$ cat src/rtl/multiplier_8_bit.sv
// Two-stage pipelined 8x8 multiplier: operand registers, then a carry-save tree with a final adder.
// Define MULTIPLIER_SIGNED_EN for two's-complement operands via Baugh-Wooley partial products.
module multiplier_8_bit (
  input  logic        Clock_In,
  input  logic        Reset_n_In,
  input  logic        Valid_In,
  input  logic [7:0]  Data_A_In,
  input  logic [7:0]  Data_B_In,
  output logic        Valid_Out,
  output logic [15:0] Multiplied_Result_Out
);

  localparam int DATA_W = 8;
  localparam int PROD_W = 2 * DATA_W;

  typedef struct packed {
    logic [PROD_W-1:0] carry;
    logic [PROD_W-1:0] sum;
  } csa_t;

  // 3:2 compressor across the whole word; carries move up one weight.
  function automatic csa_t csa(input logic [PROD_W-1:0] x,
                               input logic [PROD_W-1:0] y,
                               input logic [PROD_W-1:0] z);
    csa_t r;
    r.sum   = x ^ y ^ z;
    r.carry = ((x & y) | (x & z) | (y & z)) << 1;
    return r;
  endfunction

  logic [DATA_W-1:0] a_p1;
  logic [DATA_W-1:0] b_p1;
  logic              vld_p1;
  logic [PROD_W-1:0] pp_p1 [DATA_W];
  logic [DATA_W-1:0] row_p1;
  logic [PROD_W-1:0] corr_p1;
  logic [PROD_W-1:0] prod_p1;
  logic [PROD_W-1:0] result_p2;
  logic              vld_p2;

  // ---- stage 1: operand capture (data captured regardless of valid) ----
  always_ff @(posedge Clock_In or negedge Reset_n_In) begin
    if (!Reset_n_In) begin
      a_p1   <= '0;
      b_p1   <= '0;
      vld_p1 <= 1'b0;
    end else begin
      a_p1   <= Data_A_In;
      b_p1   <= Data_B_In;
      vld_p1 <= Valid_In;
    end
  end

  // ---- stage 2 combinational: partial products and reduction ----
  always_comb begin
    row_p1 = '0;
    for (int i = 0; i < DATA_W; i++) begin
      pp_p1[i] = '0;
    end
    for (int i = 0; i < DATA_W; i++) begin
      for (int j = 0; j < DATA_W; j++) begin
        row_p1[j] = a_p1[j] & b_p1[i];
`ifdef MULTIPLIER_SIGNED_EN
        // Terms pairing exactly one sign bit carry negative weight.
        if ((j == DATA_W - 1) != (i == DATA_W - 1)) begin
          row_p1[j] = ~row_p1[j];
        end
`endif
      end
      pp_p1[i] = {{DATA_W{1'b0}}, row_p1} << i;
    end
  end

`ifdef MULTIPLIER_SIGNED_EN
  // Baugh-Wooley correction: +2^n + 2^(2n-1).
  assign corr_p1 = PROD_W'((1 << DATA_W) | (1 << (PROD_W - 1)));
`else
  assign corr_p1 = '0;
`endif

  csa_t l1_0, l1_1, l1_2;
  csa_t l2_0, l2_1;
  csa_t l3_0;
  csa_t l4_0;

  assign l1_0 = csa(pp_p1[0], pp_p1[1], pp_p1[2]);
  assign l1_1 = csa(pp_p1[3], pp_p1[4], pp_p1[5]);
  assign l1_2 = csa(pp_p1[6], pp_p1[7], corr_p1);

  assign l2_0 = csa(l1_0.sum, l1_0.carry, l1_1.sum);
  assign l2_1 = csa(l1_1.carry, l1_2.sum, l1_2.carry);

  assign l3_0 = csa(l2_0.sum, l2_0.carry, l2_1.sum);
  assign l4_0 = csa(l3_0.sum, l3_0.carry, l2_1.carry);

  // Arithmetic is modulo 2^16, which is exact since every product fits.
  assign prod_p1 = l4_0.sum + l4_0.carry;

  // ---- stage 2 register: result loads only on a qualified operand pair ----
  always_ff @(posedge Clock_In or negedge Reset_n_In) begin
    if (!Reset_n_In) begin
      result_p2 <= '0;
      vld_p2    <= 1'b0;
    end else begin
      vld_p2 <= vld_p1;
      if (vld_p1) begin
        result_p2 <= prod_p1;
      end
    end
  end

  assign Valid_Out             = vld_p2;
  assign Multiplied_Result_Out = result_p2;

endmodule

$ cat config.mk
export PLATFORM = sky130hd
export DESIGN_NAME = multiplier_8_bit
export DESIGN_NICKNAME = d
export VERILOG_FILES = /design/src/rtl/multiplier_8_bit.sv
export SDC_FILE = /design/constraint.sdc
export NUM_CORES = 1
export LEC_CHECK = 0
export BUFFER_PORTS_ARGS = -buffer_cell sky130_fd_sc_hd__buf_4
export CAP_MARGIN = 15
export CORE_MARGIN = 2
export CORE_UTILIZATION = 43
export CTS_CLUSTER_DIAMETER = 80
export DETAILED_ROUTE_END_ITERATION = 10
export PLACE_DENSITY = 0.63
export SYNTH_ARGS = -nofsm -noshare
export SYNTH_HDL_FRONTEND = slang
export SYNTH_SLANG_ARGS = --single-unit
$ cat constraint.sdc
create_clock -name Clock_In -period 7.46 [get_ports Clock_In]
set_input_delay 1.119 -clock Clock_In [delete_from_list [all_inputs] [get_ports Clock_In]]
set_output_delay 1.119 -clock Clock_In [all_outputs]
set_load 0.01 [all_outputs]
==> run summary <==
GRT overflow: 0
Met1 global-route usage: 22.4%
TritonRoute pass-1 iters: 4
Clk root buf: clkbuf_8
Maximum fanout encountered on the critical timing path: 8
Gate count of the mapped netlist: 286
Number of flops mapped to enable cells by yosys: 0
Floorplan die height: 88.2 um
Overall track demand over capacity in global routing: 17.9%
Total of buffers placed on input and output ports: 35
Placer's final routability congestion estimate: 0.865
Fraction of layout instances using a drive strength above 1: 17.7%
Maximum clock rate: 231 MHz
Category of the most critical setup path: reg -> reg
Multi-input combinational cell area: 0.00197 mm^2
Arrival time worst endpoint: 4.54 ns
Count of cell types in the netlist: 28
Pin count of the biggest net entering global routing: 35
Final critical path time including I/O delays and setup: 4.33 ns
Starting utilization of the core area: 44.6%
Sequential element share of the synthesized area: 27.9%
Sequential cell area: 851 um^2
Most numerous cell types in the synthesized netlist: inv_1, and2_1, fa_1
Slew headroom: 50.8%
Post-detail-place hpwl: 4690 um
GRT busiest layer: met2
Clock Latency Late Sink: 0.30 ns
Met3 Track Usage GR: 3.49%
Endpoints failing hold: 0
Worst slew pin tran: 0.738 ns
Leakage power figure: 1.75 nW
Count of nets left with antenna violations after detail routing: 0
Number of clock buffers inserted by TritonCTS: 5
Maximum clock path buffer count: 2
R2R setup slack: 3.13 ns
Portion of synthesized cell area occupied by the leading cell type: 27.9%
Max rail drop VDD: 0.000128 V
Max-slew violations: 0
Die area: 0.00777 mm^2
Std-Cell Core Area: 0.00683 mm^2
Fill count: 676
Ratio of total power to cell area: 256 mW/mm^2
Final Util: 51.5%
Initial antenna violation count: 0
I/O pin count: 36
Share of the clock period used by the worst path after layout: 58.0%
Vias in the first global route: 2265
Most numerous cell in the Yosys netlist: inv_1
First-pass GRT wire length: 10500 um
Post-layout net count: 416
Setup TNS: 0 ns
Result of the run: complete, no violations
Setup Viol. Count Final: 0
Number of buffers inserted for hold repair after clock tree synthesis: 0
Buffers inserted by post-CTS timing repair: 0
Worst Hold Margin: 0.503 ns
Type of origin of the critical path: flop
Number of H-tree levels: 2
Number of vias after detailed routing: 2056
Width of the die: 88.2 um
Setup repair after global routing missed its margin: false
Final setup skew: 0.00944 ns
Req. time, crit path: 7.67 ns
Syn-to-layout area delta: 15.4%
Leading cell types by total area after synthesis: dfrtp_1, fa_1, ha_1
CTS tree: yes
Violation count after the first detailed-routing iteration: 38
Library cell occupying the most area in the post-synthesis netlist: dfrtp_1
Vias per cell: 4.86
Avg WL per Cell: 14.0 um
Share of flip-flops with an asynchronous set or reset after synthesis: 100%
Met2 Usage GRT: 31.5%
Synth Net Count: 376
Number of inserted diodes: 0
Most instantiated flip-flop cell in the synthesis netlist: dfrtp_1
Clock transition at the registers of the reported paths: 0.08 ns
Number of cell rows: 30
Synthesized flop and latch total: 34
Post-synthesis area per instance: 10.7 um^2
Total wire length after detailed routing: 5940 um
DR DRC count: 0
Category of the worst setup path capture point: flop
Cell area after technology mapping: 0.00305 mm^2
Clock Sinks: 34
Worst min-delay path category: reg -> reg
Post-CTS sizing: 0
Max-capacitance violation count: 0
Count of warnings emitted by yosys: 0
==> flip-flops by register name, indices dropped and copies added, names as in the netlist <==
name                   count
b_p1                       8
Valid_Out                  1
Multiplied_Result_Out     16
a_p1                       8
vld_p1                     1
==> cell usage in the layout, fill, tap and decap left out, types with 4 or more instances in the layout <==
cell type | Yosys | final
ha_1 | 32 | 32
dfrtp_1 | 34 | 34
o21ai_0 | 5 | 5
xnor2_1 | 5 | 5
buf_4 | 0 | 35
a21oi_1 | 10 | 10
nor2_1 | 5 | 5
fa_1 | 39 | 39
clkbuf_8 | 0 | 6
nand2_1 | 21 | 21
nand3_1 | 4 | 4
mux2_2 | 10 | 10
inv_1 | 57 | 57
and2_1 | 44 | 44
==> metal layers <==
metal	wire (um)	share of wire, %
met1	2660	45
met2	3020	51
met3	192	3.2
met4	57	0.96
met5	0	0
==> through the flow <==
stage	std cells	total power [mW]	setup WS, ns	instance area [um^2]
5_1_grt	423	0.996	2.93	3520
3_3_place_gp	415	0.751	3.18	3420
2_1_floorplan	286	0.617	3.38	3050
3_5_place_dp	415	0.759	3.16	3420
6_report	423	0.900	3.13	3520
4_1_cts	423	0.913	3.13	3520
==> kinds of logic after synthesis <==
logic type	after synthesis	share of synthesized area [%]
and+or+nand+nor	79	13.9
AOI/OAI and AO/OA	27	6.69
xor gates and xnor gates	6	1.72
adders and majority gates	71	38.8
muxes	10	3.70
DFF	34	27.9
buffers and inverters	59	7.27
==> final timing paths <==
kind                                                       start                               endpoint  cells past startpoint
min                        Multiplied_Result_Out[15]$_DFFE_PN0P_  Multiplied_Result_Out[15]$_DFFE_PN0P_                      2
min in group asynchronous                             Reset_n_In                      b_p1[6]$_DFF_PN0_                      1
max in group asynchronous                             Reset_n_In                      b_p1[2]$_DFF_PN0_                      1
min reg2reg                Multiplied_Result_Out[15]$_DFFE_PN0P_  Multiplied_Result_Out[15]$_DFFE_PN0P_                      2
max                                            a_p1[3]$_DFF_PN0_  Multiplied_Result_Out[15]$_DFFE_PN0P_                     13
max reg2reg                                    a_p1[3]$_DFF_PN0_  Multiplied_Result_Out[15]$_DFFE_PN0P_                     13
==> report_power, final <==
part	total, mW	switching, mW	internal, mW
combinational	0.496	0.251	0.246
clock	0.148	0.0739	0.0743
sequential	0.256	0.0304	0.226
total	0.900	0.355	0.545
==> layout make-up <==
cell class                      count  share of cell area (%)
Sequential cell                    34                    24.2
Multi-Input combinational cell    193                    56.1
Timing Repair Buffer               35                    7.47
Clock buffer                        6                    2.35
Inverter                           57                    6.08
Tap cell                           96                    3.42
Clock inverter                      2                   0.356
==> worst max-delay path, cell delays in order (launching register included) <==
cell	delay, ns
dfrtp_1	0.47
and2_1	0.21
fa_1	0.55
inv_1	0.06
fa_1	0.56
fa_1	0.44
fa_1	0.55
inv_1	0.04
ha_1	0.34
and3_2	0.22
a221oi_4	0.33
a221oi_2	0.12
o21a_1	0.19
o31ai_2	0.16
Power figures use the tool's default switching activity.
